`src/rtl/multicycle_seq.sv`:
```
// Multi-cycle DLX instruction sequencer: walks each instruction through
// FETCH/DECODE/EXEC/MEM/WB and decides when each shared resource is enabled.
module multicycle_seq #(
  parameter int TIMEOUT = 16,
  parameter int CNT_W   = 5
) (
  input  logic        clk,
  input  logic        rst,
  input  logic [5:0]  opcode,
  input  logic        imem_ready,
  input  logic        dmem_ready,
  output logic        imem_req,
  output logic        ir_wr,
  output logic        pc_inc,
  output logic        alu_en,
  output logic        pc_br_en,
  output logic        dmem_req,
  output logic        dmem_we,
  output logic        rf_wr_en,
  output logic        retire,
  output logic [31:0] instret,
  output logic        halted,
  output logic        fault,
  output logic [2:0]  state
);

  typedef enum logic [2:0] {
    S_FETCH  = 3'd0,
    S_DECODE = 3'd1,
    S_EXEC   = 3'd2,
    S_MEM    = 3'd3,
    S_WB     = 3'd4,
    S_HALT   = 3'd5,
    S_FAULT  = 3'd6
  } state_t;

  typedef enum logic [2:0] {
    CL_ALU, CL_LOAD, CL_STORE, CL_BRANCH, CL_JUMP, CL_JLINK, CL_TRAP
  } cls_t;

  localparam logic [CNT_W-1:0] WAIT_LAST = CNT_W'(TIMEOUT - 1);

  state_t            state_q, state_d;
  cls_t              cls_q, cls_dec;
  logic [CNT_W-1:0]  wait_cnt;
  logic [31:0]       instret_q;
  logic              waiting;

  logic imem_req_c, ir_wr_c, pc_inc_c, alu_en_c, pc_br_en_c;
  logic dmem_req_c, dmem_we_c, rf_wr_en_c, retire_c, halted_c, fault_c;

  always_comb begin
    case (opcode)
      6'h20, 6'h21, 6'h23, 6'h24, 6'h25: cls_dec = CL_LOAD;
      6'h28, 6'h29, 6'h2b:               cls_dec = CL_STORE;
      6'h04, 6'h05:                      cls_dec = CL_BRANCH;
      6'h02, 6'h12:                      cls_dec = CL_JUMP;
      6'h03, 6'h13:                      cls_dec = CL_JLINK;
      6'h11:                             cls_dec = CL_TRAP;
      default:                           cls_dec = CL_ALU;
    endcase
  end

  assign waiting = ((state_q == S_FETCH) && !imem_ready) ||
                   ((state_q == S_MEM)   && !dmem_ready);

  always_ff @(posedge clk) begin
    if (rst) begin
      state_q   <= S_FETCH;
      cls_q     <= CL_ALU;
      wait_cnt  <= '0;
      instret_q <= '0;
    end else begin
      state_q <= state_d;
      if (state_q == S_DECODE) cls_q <= cls_dec;
      // Leaving or entering a state restarts the wait count for the next one.
      if (state_d != state_q)
        wait_cnt <= '0;
      else if (waiting)
        wait_cnt <= wait_cnt + CNT_W'(1);
      instret_q <= instret_q + {31'b0, retire_c};
    end
  end

  always_comb begin
    state_d    = state_q;
    imem_req_c = 1'b0;
    ir_wr_c    = 1'b0;
    pc_inc_c   = 1'b0;
    alu_en_c   = 1'b0;
    pc_br_en_c = 1'b0;
    dmem_req_c = 1'b0;
    dmem_we_c  = 1'b0;
    rf_wr_en_c = 1'b0;
    retire_c   = 1'b0;
    halted_c   = 1'b0;
    fault_c    = 1'b0;
    case (state_q)
      S_FETCH: begin
        imem_req_c = 1'b1;
        if (imem_ready) begin
          ir_wr_c  = 1'b1;
          pc_inc_c = 1'b1;
          state_d  = S_DECODE;
        end else if (wait_cnt == WAIT_LAST) begin
          state_d = S_FAULT;
        end
      end
      S_DECODE: state_d = (cls_dec == CL_TRAP) ? S_HALT : S_EXEC;
      S_EXEC: begin
        alu_en_c   = 1'b1;
        pc_br_en_c = (cls_q == CL_BRANCH) || (cls_q == CL_JUMP) || (cls_q == CL_JLINK);
        case (cls_q)
          CL_LOAD, CL_STORE:  state_d = S_MEM;
          CL_BRANCH, CL_JUMP: begin
            retire_c = 1'b1;
            state_d  = S_FETCH;
          end
          default:            state_d = S_WB;
        endcase
      end
      S_MEM: begin
        dmem_req_c = 1'b1;
        dmem_we_c  = (cls_q == CL_STORE);
        if (dmem_ready) begin
          if (cls_q == CL_STORE) begin
            retire_c = 1'b1;
            state_d  = S_FETCH;
          end else begin
            state_d = S_WB;
          end
        end else if (wait_cnt == WAIT_LAST) begin
          state_d = S_FAULT;
        end
      end
      S_WB: begin
        rf_wr_en_c = 1'b1;
        retire_c   = 1'b1;
        state_d    = S_FETCH;
      end
      S_HALT:  halted_c = 1'b1;
      S_FAULT: fault_c  = 1'b1;
      default: state_d  = S_FAULT;
    endcase
  end

  // Reset is synchronous, so outputs are masked while rst is high to keep them quiet
  // during the cycle(s) before the registers have actually cleared.
  assign imem_req = imem_req_c & ~rst;
  assign ir_wr    = ir_wr_c    & ~rst;
  assign pc_inc   = pc_inc_c   & ~rst;
  assign alu_en   = alu_en_c   & ~rst;
  assign pc_br_en = pc_br_en_c & ~rst;
  assign dmem_req = dmem_req_c & ~rst;
  assign dmem_we  = dmem_we_c  & ~rst;
  assign rf_wr_en = rf_wr_en_c & ~rst;
  assign retire   = retire_c   & ~rst;
  assign halted   = halted_c   & ~rst;
  assign fault    = fault_c    & ~rst;
  assign instret  = rst ? 32'd0 : instret_q;
  assign state    = rst ? 3'd0 : state_q;

endmodule

```
`config.mk`:
```
export PLATFORM = sky130hd
export DESIGN_NAME = multicycle_seq
export DESIGN_NICKNAME = d
export VERILOG_FILES = /design/src/rtl/multicycle_seq.sv
export SDC_FILE = /design/constraint.sdc
export NUM_CORES = 1
export LEC_CHECK = 0
export BUFFER_PORTS_ARGS = -buffer_cell sky130_fd_sc_hd__buf_2
export CELL_PAD_IN_SITES_DETAIL_PLACEMENT = 0
export CELL_PAD_IN_SITES_GLOBAL_PLACEMENT = 1
export CORE_AREA = 2 2 88 90
export CTS_CLUSTER_DIAMETER = 40
export DETAILED_ROUTE_END_ITERATION = 10
export DIE_AREA = 0 0 90 92
export GPL_TIMING_DRIVEN = 0
export PLACE_DENSITY = 0.74
export SLEW_MARGIN = 5
export SYNTH_ARGS = -nofsm -noshare
export SYNTH_HDL_FRONTEND = slang
export SYNTH_SLANG_ARGS = --single-unit
export TNS_END_PERCENT = 5
```
`constraint.sdc`:
```
create_clock -name clk -period 2.65 [get_ports clk]
set_clock_uncertainty 0.15 [all_clocks]
set_input_delay 0 -clock clk [delete_from_list [all_inputs] [get_ports clk]]
set_output_delay 0 -clock clk [all_outputs]
set_load 0.1 [all_outputs]
```
==> impl_metrics.py, run 1 <==
metrics = {
    "sta": {
        "fin_crit_sh_pct": 99.8,
        "report.final.slew_viol_count": 0,
        "holdWs_ns": 0.0937,
        "slew_headroom_pct": 58.2,
        "finalWorstSetupSlack_ns": 0.00482,
        "report.final.hold_viol_count": 0,
        "tightest_slew_ns": 0.627,
        "setup_viol": 0,
        "max_clock_freq_mhz": 378,
        "period_needed_ns": 2.65,
        "rsz0062_at_grt": "true",
        "fin_setup_tns_ns": 0,
    },
    "die": {
        "io_pins": 56,
        "coreArea_mm2": 0.00745,
        "rows": 32,
        "dieArea_mm2": 0.00828,
        "die_x_um": 90,
        "initial_core_util_pct": 34.5,
        "die_h_um": 92,
    },
    "logic_synthesis": {
        "ys_top_cells_by_area": "dfxtp_1 (34%), nor2b_1 (8.3%), nor2_1 (6.9%)",
        "synth-simple-area-share_pct": 37.8,
        "netlist.area_leader.share_pct": 33.5,
        "syn-num-nets": 330,
        "synth_mux_area_share_pct": 0.390,
        "syn_area_mm2": 0.00257,
        "yosys_register_bits": 43,
        "postSynthAreaPerCell_um2": 8.13,
        "yosys-top-cells-count": "nor2_1 (47), dfxtp_1 (43), nor2b_1 (34)",
        "synthCells": 316,
        "synth-compound-area-share_pct": 10.7,
        "synth-xor-area-share_pct": 9.89,
        "synth-seq-area-share_pct": 33.5,
        "synth_top_family_by_area": "simple AND/OR/NAND/NOR gates",
        "synth_warnings": 0,
        "synth_cell_types": 53,
        "async_reset_ff_share_pct": 0,
        "synth_flop_cell": "dfxtp_1",
        "synth_largest_area_cell": "dfxtp_1",
        "synth.most_common_cell": "nor2_1",
        "synthAdderAreaFrac_pct": 1.95,
        "synth_edf_count": 0,
    },
    "routing": {
        "firstDrtPassIters": 4,
        "vias": 2387,
        "drc": 0,
        "detail_route.iter0.violations": 80,
        "wl_per_cell_um": 12.3,
        "via_per_inst": 4.83,
        "wl_mm": 6.07,
        "drtAntennaViolNets": 0,
    },
    "layout": {
        "nNetsFinal": 405,
        "area_growth_syn_to_layout_pct": 28.3,
        "final_util_pct": 44.2,
        "final_area_mm2": 0.00329,
        "antenna_cells": 0,
        "drive_above_1_share_pct": 27.8,
    },
    "critical_path": {
        "critPathMaxFanout": 19,
        "arrival_ns": 2.67,
        "crit_type": "reg2reg",
        "required_ns": 2.67,
        "cp-start-kind": "flip-flop",
        "end_kind": "flip-flop",
    },
    "cts": {
        "insertion_delay_ns": 0.30,
        "clock_sinks": 43,
        "ctsHtreeMaxLevel": 2,
        "path_clk_slew_ns": 0.09,
        "cts_buffers": 5,
        "cts-root-buf": "clkbuf_8",
        "cts_tree": "built",
        "cts_buffer_depth": 2,
    },
    "power_and_ir_drop": {
        "p_leak_nw": 1.39,
        "p_per_area_mw_per_mm2": 463,
        "vdd_drop_max_uv": 294,
    },
    "global_routing": {
        "grt_first_pass_wirelength_mm": 10.7,
        "grt_max_degree": 20,
        "grt_pass1_vias": 2304,
        "grt_overflow": 0,
        "antenna_found_initial": 0,
        "grtUsageTotal_pct": 15.5,
    },
    "place": {
        "pre_cts_ws_ns": -0.613,
        "io_buffers": 55,
        "placed_area_mm2": 0.00301,
        "dp.final_hpwl_mm": 4.52,
        "globalplace.congestion": 0.846,
    },
    "status": {
        "outcome": "finished clean",
    },
    "min_path": {
        "hold_path.class": "in2reg",
    },
    "flow_run": {
        "drv_cap": 0,
    },
}
## registers in the layout, summed over array words and instances (netlist names)
signal,cells
cls_q,3
instret_q,32
state_q,3
wait_cnt,5
## final cells by class
cell class                      instances  area (µm²)
Inverter                               13        48.8
Buffer                                 14        95.1
Clock inverter                          3        43.8
Timing Repair Buffer                   69         404
Fill cell                             802        4150
Tap cell                              102         128
Sequential cell                        43         870
Clock buffer                            5        68.8
Multi-Input combinational cell        245        1640
## through the flow
stage,cells,power (mW)
floorplan,316,0.949
global placement,473,1.01
detailed placement,473,1.01
CTS,494,1.54
global route,494,1.60
finish,494,1.53
## cells in the final DEF (no fill, tap or decap), types with 8 or more instances in the layout
cell,netlist,final
buf_2,2,56
nor2_1,47,47
dfxtp_1,43,40
nor2b_1,34,34
xor2_1,19,19
nand2_1,16,16
inv_1,13,13
nor3_1,15,11
nand4_1,11,11
a21oi_1,10,10
nand3_1,10,10
xnor2_1,10,10
and3_1,8,8
dlygate4sd3_1,0,8
## cell families after synthesis
family / count (synthesis)
buf+inv: 28
mux: 1
xor+xnor: 29
simple gates: 174
flops: 43
fa+ha+maj: 4
compound gates: 37
## critical path, stage by stage (launching register included)
cell and delay (ns):
dfxtp_2 0.33, buf_12 0.15, nor3b_2 0.15, a31oi_1 0.05, o22a_1 0.23, o21ai_2 0.16
ha_2 0.23, ha_4 0.14, nand4_1 0.18, nor4_4 0.25, buf_6 0.17, nand4_1 0.09
xor2_1 0.18, nor2_1 0.05
## routing by layer
layer | wire [µm] | global-route usage, %
met3 | 219 | 3.04
met4 | 74 | 4.23
met1 | 2950 | 20.2
met2 | 2830 | 26.1
met5 | 0 | 0
## worst paths after layout
kind	from	endpoint	slack, ns	cells past startpoint
setup / recovery	state_q[0]$_SDFF_PP0_	instret_q[30]$_SDFF_PP0_	0.005	13
hold / removal	imem_ready	wait_cnt[0]$_SDFFE_PP0P_	0.09	5
setup reg to reg	state_q[0]$_SDFF_PP0_	instret_q[30]$_SDFF_PP0_	0.005	13
hold reg to reg	instret_q[11]$_SDFF_PP0_	instret_q[11]$_SDFF_PP0_	0.34	2
## timing repair
item | in CTS | in global routing
setup buffers | 5 | 0
endpoints found under the hold margin | 5 | 0
gates cloned | 1 | 0
setup endpoints to repair | 25 | 23
hold buffers | 8 | 0
pin swaps | 8 | 0
resized for setup | 16 | 3
## report_power, final
part,total (mW),internal [mW],switching (mW)
Combinational,0.336,0.107,0.229
Sequential,0.674,0.658,0.0163
Clock,0.515,0.281,0.234
Total,1.53,1.05,0.480
(Power assumes the default switching activity.)
==> run 2, diff against run 1 <==
--- a/config.mk
+++ b/config.mk
@@ -8,12 +8,12 @@
 export BUFFER_PORTS_ARGS = -buffer_cell sky130_fd_sc_hd__buf_2
 export CELL_PAD_IN_SITES_DETAIL_PLACEMENT = 0
 export CELL_PAD_IN_SITES_GLOBAL_PLACEMENT = 1
-export CORE_AREA = 2 2 88 90
+export CORE_AREA = 2 2 84 86
 export CTS_CLUSTER_DIAMETER = 40
 export DETAILED_ROUTE_END_ITERATION = 10
-export DIE_AREA = 0 0 90 92
+export DIE_AREA = 0 0 86 88
 export GPL_TIMING_DRIVEN = 0
-export PLACE_DENSITY = 0.74
+export PLACE_DENSITY = 0.78
 export SLEW_MARGIN = 5
 export SYNTH_ARGS = -nofsm -noshare
 export SYNTH_HDL_FRONTEND = slang
==> constraint.sdc (replaced) <==
create_clock -name clk -period 2.7 [get_ports clk]
set_clock_uncertainty 0.15 [all_clocks]
set_input_delay 0 -clock clk [delete_from_list [all_inputs] [get_ports clk]]
set_output_delay 0 -clock clk [all_outputs]
set_load 0.1 [all_outputs]
==> run 2 against run 1 <==
  * Die area fell by 8.6%
  * Wire length about the same
  * Clock power fell by 22%
  * Critical path type unchanged
  * Critical endpoint is now instret_q[29]$_SDFF_PP0_
  * Highest routed layer unchanged
==> impl_metrics.py, run 2 (synthesized netlist as in run 1, its figures left out) <==
metrics = {
    "min_path": {
        "hold_path.class": "in2reg",
    },
    "global_routing": {
        "grt_overflow": 0,
        "antenna_found_initial": 0,
        "grt_first_pass_wirelength_mm": 10.2,
        "grt_pass1_vias": 2188,
        "grt_max_degree": 20,
        "grtUsageTotal_pct": 17.0,
    },
    "cts": {
        "insertion_delay_ns": 0.30,
        "clock_sinks": 43,
        "cts_buffer_depth": 2,
        "cts-root-buf": "clkbuf_8",
        "ctsHtreeMaxLevel": 2,
        "cts_tree": "built",
        "cts_buffers": 5,
        "path_clk_slew_ns": 0.08,
    },
    "critical_path": {
        "critPathMaxFanout": 7,
        "cp_top_family": "simple AND/OR/NAND/NOR gates",
        "path_buf_inv": 1,
        "cp-start-kind": "flip-flop",
        "slowest_stage": "dfxtp_4",
        "crit_type": "reg2reg",
        "arrival_ns": 2.74,
        "crit_path_cell_trace": "and2b_2 > nand2_1 > o22a_1 > o21ai_2 > ha_4 > buf_4 > nand3_2 > nor3_4 > nand4_2 > o21a_1 > o21ba_2",
        "end_kind": "flip-flop",
        "required_ns": 2.74,
        "max_stage_delay_ns": 0.37,
    },
    "layout": {
        "drive_above_1_share_pct": 29.8,
        "antenna_cells": 0,
        "area_growth_syn_to_layout_pct": 28.4,
        "final_area_mm2": 0.00330,
        "top_register": "instret_q",
        "reg.largest.list": "instret_q (32), wait_cnt (5)",
        "largest_register_ffs": 32,
        "mostFrequentLayoutCells": "buf_2 (56), nor2_1 (47), dfxtp_1 (40), nor2b_1 (34), xor2_1 (19)",
        "n_fill_cell": 668,
        "nNetsFinal": 412,
        "mostFrequentLayoutCell": "buf_2",
    },
    "flow_run": {
        "drv_cap": 0,
    },
    "power_and_ir_drop": {
        "clkPwrFrac_pct": 28.4,
        "p_leak_nw": 1.41,
        "sw_frac_of_total_pct": 33.0,
        "p_int_uw": 946,
        "p_per_area_mw_per_mm2": 428,
        "vdd_drop_max_uv": 177,
        "seqPwrFrac_pct": 47.0,
        "p_switching_uw": 467,
        "total_power_mw": 1.41,
        "pwr-share-comb_pct": 24.6,
    },
    "routing": {
        "vias": 2437,
        "detail_route.iter0.violations": 69,
        "wl_per_cell_um": 12.7,
        "drtAntennaViolNets": 0,
        "drc": 0,
        "firstDrtPassIters": 4,
        "via_per_inst": 5.09,
        "wl_mm": 6.08,
    },
    "place": {
        "pre_cts_ws_ns": -0.524,
        "io_buffers": 55,
        "dp.final_hpwl_mm": 4.37,
        "placed_area_mm2": 0.00298,
        "globalplace.congestion": 0.809,
    },
    "sta": {
        "fin_setup_tns_ns": 0,
        "tightest_slew_ns": 0.561,
        "slew_headroom_pct": 62.6,
        "fin_crit_sh_pct": 100,
        "finalWorstSetupSlack_ns": 0.000333,
        "report.final.hold_viol_count": 0,
        "rsz0062_at_grt": "true",
        "report.final.slew_viol_count": 0,
        "period_needed_ns": 2.70,
        "setup_viol": 0,
        "max_clock_freq_mhz": 370,
    },
    "die": {
        "die_h_um": 88,
        "io_pins": 56,
        "initial_core_util_pct": 38.7,
        "coreArea_mm2": 0.00664,
        "dieArea_mm2": 0.00757,
        "die_x_um": 86,
        "rows": 30,
    },
    "status": {
        "outcome": "finished clean",
    },
}
[run 2: final timing paths]
path	from	end	slack [ns]	cells past startpoint
worst max-delay path	cls_q[2]$_SDFFE_PP0P_	instret_q[29]$_SDFF_PP0_	0.0003	11
worst min-delay path	rst	wait_cnt[3]$_SDFFE_PP0P_	0.02	4
worst max register to register	cls_q[2]$_SDFFE_PP0P_	instret_q[29]$_SDFF_PP0_	0.0003	11
worst min register to register	instret_q[11]$_SDFF_PP0_	instret_q[11]$_SDFF_PP0_	0.35	2
[run 2: timing repair]
item / in CTS / in global routing
endpoints found under the setup margin: 25 / 24
hold buffers: 5 / 0
hold endpoints to repair: 3 / 0
setup buffers: 4 / 11
resized for setup: 12 / 10
pin swaps: 5 / 7
cloned: 1 / 0
[run 2: power by group through the flow]
| stage | registers (mW) | clock network, mW | logic, mW |
|---|---|---|---|
| detailed placement | 0.676 | 0 | 0.320 |
| global placement | 0.675 | 0 | 0.317 |
| global route | 0.666 | 0.445 | 0.374 |
| finish | 0.664 | 0.401 | 0.347 |
| CTS | 0.662 | 0.415 | 0.326 |
| floorplan | 0.671 | 0 | 0.260 |
[run 2: per-layer routing]
metal  vias up  GRT usage, %  share of wire [%]
li1       1240             -                  -
met1      1146          22.9                 47
met2        43          27.1                 47
met3         8          2.36                4.4
met4         0          7.36                1.5
met5         -             0                  0
[run 2: metrics by stage]
step / std cells / utilization [%] / hold WS (ns)
global placement: 451 / 44.8 / 0.253
global route: 479 / 49.7 / 0.0266
floorplan: 316 / - / 0.0609
detailed placement: 451 / 44.8 / 0.252
CTS: 468 / 47.9 / 0.00328
finish: 479 / 49.7 / 0.0188
[run 2: area by class of cell]
| cell class | count | area, µm² | share of cell area (%) |
|---|---|---|---|
| sequential | 43 | 870 | 26.4 |
| inverter | 13 | 48.8 | 1.48 |
| multi-input combinational | 245 | 1650 | 50.1 |
| tap | 80 | 100 | 3.03 |
| clock inverter | 2 | 12.5 | 0.379 |
| clock buffer | 6 | 72.6 | 2.20 |
| timing repair buffer | 76 | 449 | 13.6 |
| buffer | 14 | 95.1 | 2.88 |
[run 2: worst reg2reg max path, stage by stage, from the launching register on]
cell     delay, ns
dfxtp_4       0.37
and2b_2       0.23
nand2_1       0.08
o22a_1        0.21
o21ai_2       0.22
ha_4          0.18
buf_4         0.10
nand3_2       0.12
nor3_4        0.29
nand4_2       0.21
o21a_1        0.23
o21ba_2       0.20
==> run 3, diff against run 2 <==
--- a/config.mk
+++ b/config.mk
@@ -5,13 +5,14 @@
 export SDC_FILE = /design/constraint.sdc
 export NUM_CORES = 1
 export LEC_CHECK = 0
+export ABC_AREA = 1
 export BUFFER_PORTS_ARGS = -buffer_cell sky130_fd_sc_hd__buf_2
 export CELL_PAD_IN_SITES_DETAIL_PLACEMENT = 0
 export CELL_PAD_IN_SITES_GLOBAL_PLACEMENT = 1
-export CORE_AREA = 2 2 84 86
+export CORE_AREA = 2 2 90 92
 export CTS_CLUSTER_DIAMETER = 40
 export DETAILED_ROUTE_END_ITERATION = 10
-export DIE_AREA = 0 0 86 88
+export DIE_AREA = 0 0 92 94
 export GPL_TIMING_DRIVEN = 0
 export PLACE_DENSITY = 0.78
 export SLEW_MARGIN = 5
==> run 3 against run 2 <==
  * Cell area rose by 6.8%
  * Synthesized cell count grew 41%
  * Non-clock buffer count down 10
  * Cell count increased by 30%
  * Highest routed layer unchanged
  * Clock power fell by 5.2%
  * Die area increased by 14%
  * Largest power group unchanged
==> impl_metrics.py, run 3 <==
metrics = {
    "status": {
        "outcome": "finished clean",
    },
    "sta": {
        "setup_viol": 0,
        "report.final.hold_viol_count": 0,
        "report.final.slew_viol_count": 0,
        "rsz0062_at_grt": "true",
        "slew_headroom_pct": 64.2,
        "holdWs_ns": 0.0454,
        "tightest_slew_ns": 0.537,
        "finalWorstSetupSlack_ns": 0.134,
        "period_needed_ns": 2.57,
        "max_clock_freq_mhz": 390,
        "fin_crit_sh_pct": 95.0,
        "fin_setup_tns_ns": 0,
    },
    "logic_synthesis": {
        "ys_top_cells_by_area": "dfxtp_1 (30%), nand2_1 (12%), nor2_1 (10%)",
        "synth_edf_count": 0,
        "synth.most_common_cell": "nand2_1",
        "synth_cell_types": 39,
        "async_reset_ff_share_pct": 0,
        "syn_area_mm2": 0.00286,
        "postSynthAreaPerCell_um2": 6.39,
        "yosys-top-cells-count": "nand2_1 (91), nor2_1 (77), inv_1 (68)",
        "synth_warnings": 0,
        "synthCells": 447,
        "synth_flop_cell": "dfxtp_1",
        "syn-num-nets": 461,
        "netlist.area_leader.share_pct": 30.1,
        "yosys_register_bits": 43,
        "synth_largest_area_cell": "dfxtp_1",
        "synth-seq-area-share_pct": 30.1,
    },
    "critical_path": {
        "path_buf_inv": 4,
        "crit_type": "reg2reg",
        "crit_path_cell_trace": "buf_6 > inv_6 > nand2_2 > nor2_4 > inv_2 > o211ai_1 > ha_2 > buf_4 > nand3_4 > nor2_4 > nand2_4 > nor2_4 > nand2_4 > nor2_1 > nand2_1 > o21ai_1 > a21oi_1",
        "max_stage_delay_ns": 0.32,
        "cp-start-kind": "flip-flop",
        "end_kind": "flip-flop",
        "cp_common_cell": "nor2_4",
        "required_ns": 2.74,
        "cp_top_family": "simple AND/OR/NAND/NOR gates",
        "critPathMaxFanout": 8,
        "slowest_stage": "dfxtp_2",
        "arrival_ns": 2.60,
    },
    "layout": {
        "largest_register_ffs": 32,
        "top_register": "instret_q",
        "mostFrequentLayoutCell": "nand2_1",
        "mostFrequentLayoutCells": "nand2_1 (88), nor2_1 (74), inv_1 (65), buf_2 (54), dfxtp_1 (42)",
        "nNetsFinal": 535,
        "reg.largest.list": "instret_q (32), wait_cnt (5)",
        "antenna_cells": 0,
        "area_growth_syn_to_layout_pct": 23.4,
        "final_area_mm2": 0.00352,
        "drive_above_1_share_pct": 24.2,
        "instances_no_fill": 622,
    },
    "place": {
        "placed_area_mm2": 0.00326,
        "dp.final_hpwl_mm": 6.01,
        "globalplace.congestion": 0.868,
        "pre_cts_ws_ns": -0.232,
        "dpl.cell_count": 603,
        "io_buffers": 54,
    },
    "cts": {
        "insertion_delay_ns": 0.29,
        "ctsHtreeMaxLevel": 2,
        "clock_sinks": 43,
        "cts_tree": "built",
        "path_clk_slew_ns": 0.08,
        "cts_buffer_depth": 2,
        "cts_buffers": 5,
        "cts-root-buf": "clkbuf_8",
    },
    "die": {
        "die_h_um": 94,
        "coreArea_mm2": 0.00761,
        "initial_core_util_pct": 37.5,
        "io_pins": 56,
        "die_x_um": 92,
        "rows": 32,
        "dieArea_mm2": 0.00865,
    },
    "routing": {
        "firstDrtPassIters": 5,
        "drtAntennaViolNets": 0,
        "detail_route.iter0.violations": 122,
        "wl_per_cell_um": 12.3,
        "via_per_inst": 4.81,
        "drc": 0,
        "wl_mm": 7.62,
        "vias": 2992,
    },
    "global_routing": {
        "grt_first_pass_wirelength_mm": 12.8,
        "grt_max_degree": 12,
        "grt_overflow": 0,
        "grtUsageTotal_pct": 18.4,
        "grt_pass1_vias": 2809,
        "antenna_found_initial": 0,
    },
    "power_and_ir_drop": {
        "p_per_area_mw_per_mm2": 393,
        "p_leak_nw": 1.44,
        "vdd_drop_max_uv": 280,
    },
    "min_path": {
        "hold_path.class": "in2reg",
    },
    "flow_run": {
        "drv_cap": 0,
    },
}
run 3: changes by cell type in the layout (fill, tap and decap cells not counted), moves of 12 or more:
| cell | previous run | this run |
|---|---|---|
| o21ai_0 | 5 | 19 |
| nand2_1 | 16 | 88 |
| nand3_1 | 9 | 21 |
| nor2b_1 | 34 | 0 |
| inv_1 | 13 | 65 |
| nor2_1 | 47 | 74 |
| a21oi_1 | 10 | 32 |
| xor2_1 | 19 | 3 |
run 3: cells by family (layout without fill, tap and decap cells):
kind of cell    after synthesis  count (layout)  synth area share [%]
mux                           1               1                 0.351
simple gates                251             251                  43.6
flops                        43              43                  30.1
compound gates               59              59                  10.8
buf+inv                      84             157                  11.8
fa+ha+maj                     4               4                  1.75
xor+xnor                      5               5                  1.53
run 3: layout make-up:
| class | instances | area, µm² |
|---|---|---|
| inverters | 71 | 272 |
| plain buffers | 13 | 75.1 |
| well taps | 102 | 128 |
| fillers | 843 | 4090 |
| flip-flops and latches | 43 | 862 |
| repair buffers | 67 | 378 |
| multi-input cells | 320 | 1740 |
| clock buffers | 6 | 72.6 |
run 3: metal layers:
layer	wire length, µm	up-vias	track usage, %
met5	0	-	0
li1	-	1570	-
met1	3440	1340	22.7
met2	3720	70	33.4
met3	345	12	3.13
met4	111	0	4.10
run 3: worst paths after layout:
kind	from	end	cells after the start	slack, ns
min	opcode[0]	cls_q[2]$_SDFFE_PP0P_	5	0.05
max reg2reg	state_q[0]$_SDFF_PP0_	instret_q[17]$_SDFF_PP0_	17	0.13
min reg2reg	instret_q[31]$_SDFF_PP0_	instret_q[31]$_SDFF_PP0_	2	0.32
max	state_q[0]$_SDFF_PP0_	instret_q[17]$_SDFF_PP0_	17	0.13
run 3: where the power goes:
part / total (mW) / internal [mW] / switching, mW
Combinational: 0.340 / 0.0923 / 0.248
Clock: 0.380 / 0.173 / 0.207
Sequential: 0.663 / 0.651 / 0.0116
run 3: per-stage QoR:
step | utilization, % | power [mW]
floorplan | - | 0.943
global placement | 42.8 | 1.00
detailed placement | 42.8 | 1.00
CTS | 44.6 | 1.39
global route | 46.3 | 1.46
finish | 46.3 | 1.38
run 3: tightest hold or removal path, stage by stage:
cell and delay (ns):
buf_2 0.12, nand3_1 0.08, nand2_1 0.11, nand2_1 0.08, a21oi_1 0.05
run 3: timing repair:
| action | CTS | global route |
|---|---|---|
| setup endpoints to repair | 7 | 18 |
| buffers inserted | 1 | 8 |
| gates resized for setup | 5 | 20 |
| hold buffers | 4 | 0 |
| pin swaps | 2 | 9 |
| endpoints found under the hold margin | 5 | 0 |
| gates cloned | 0 | 0 |
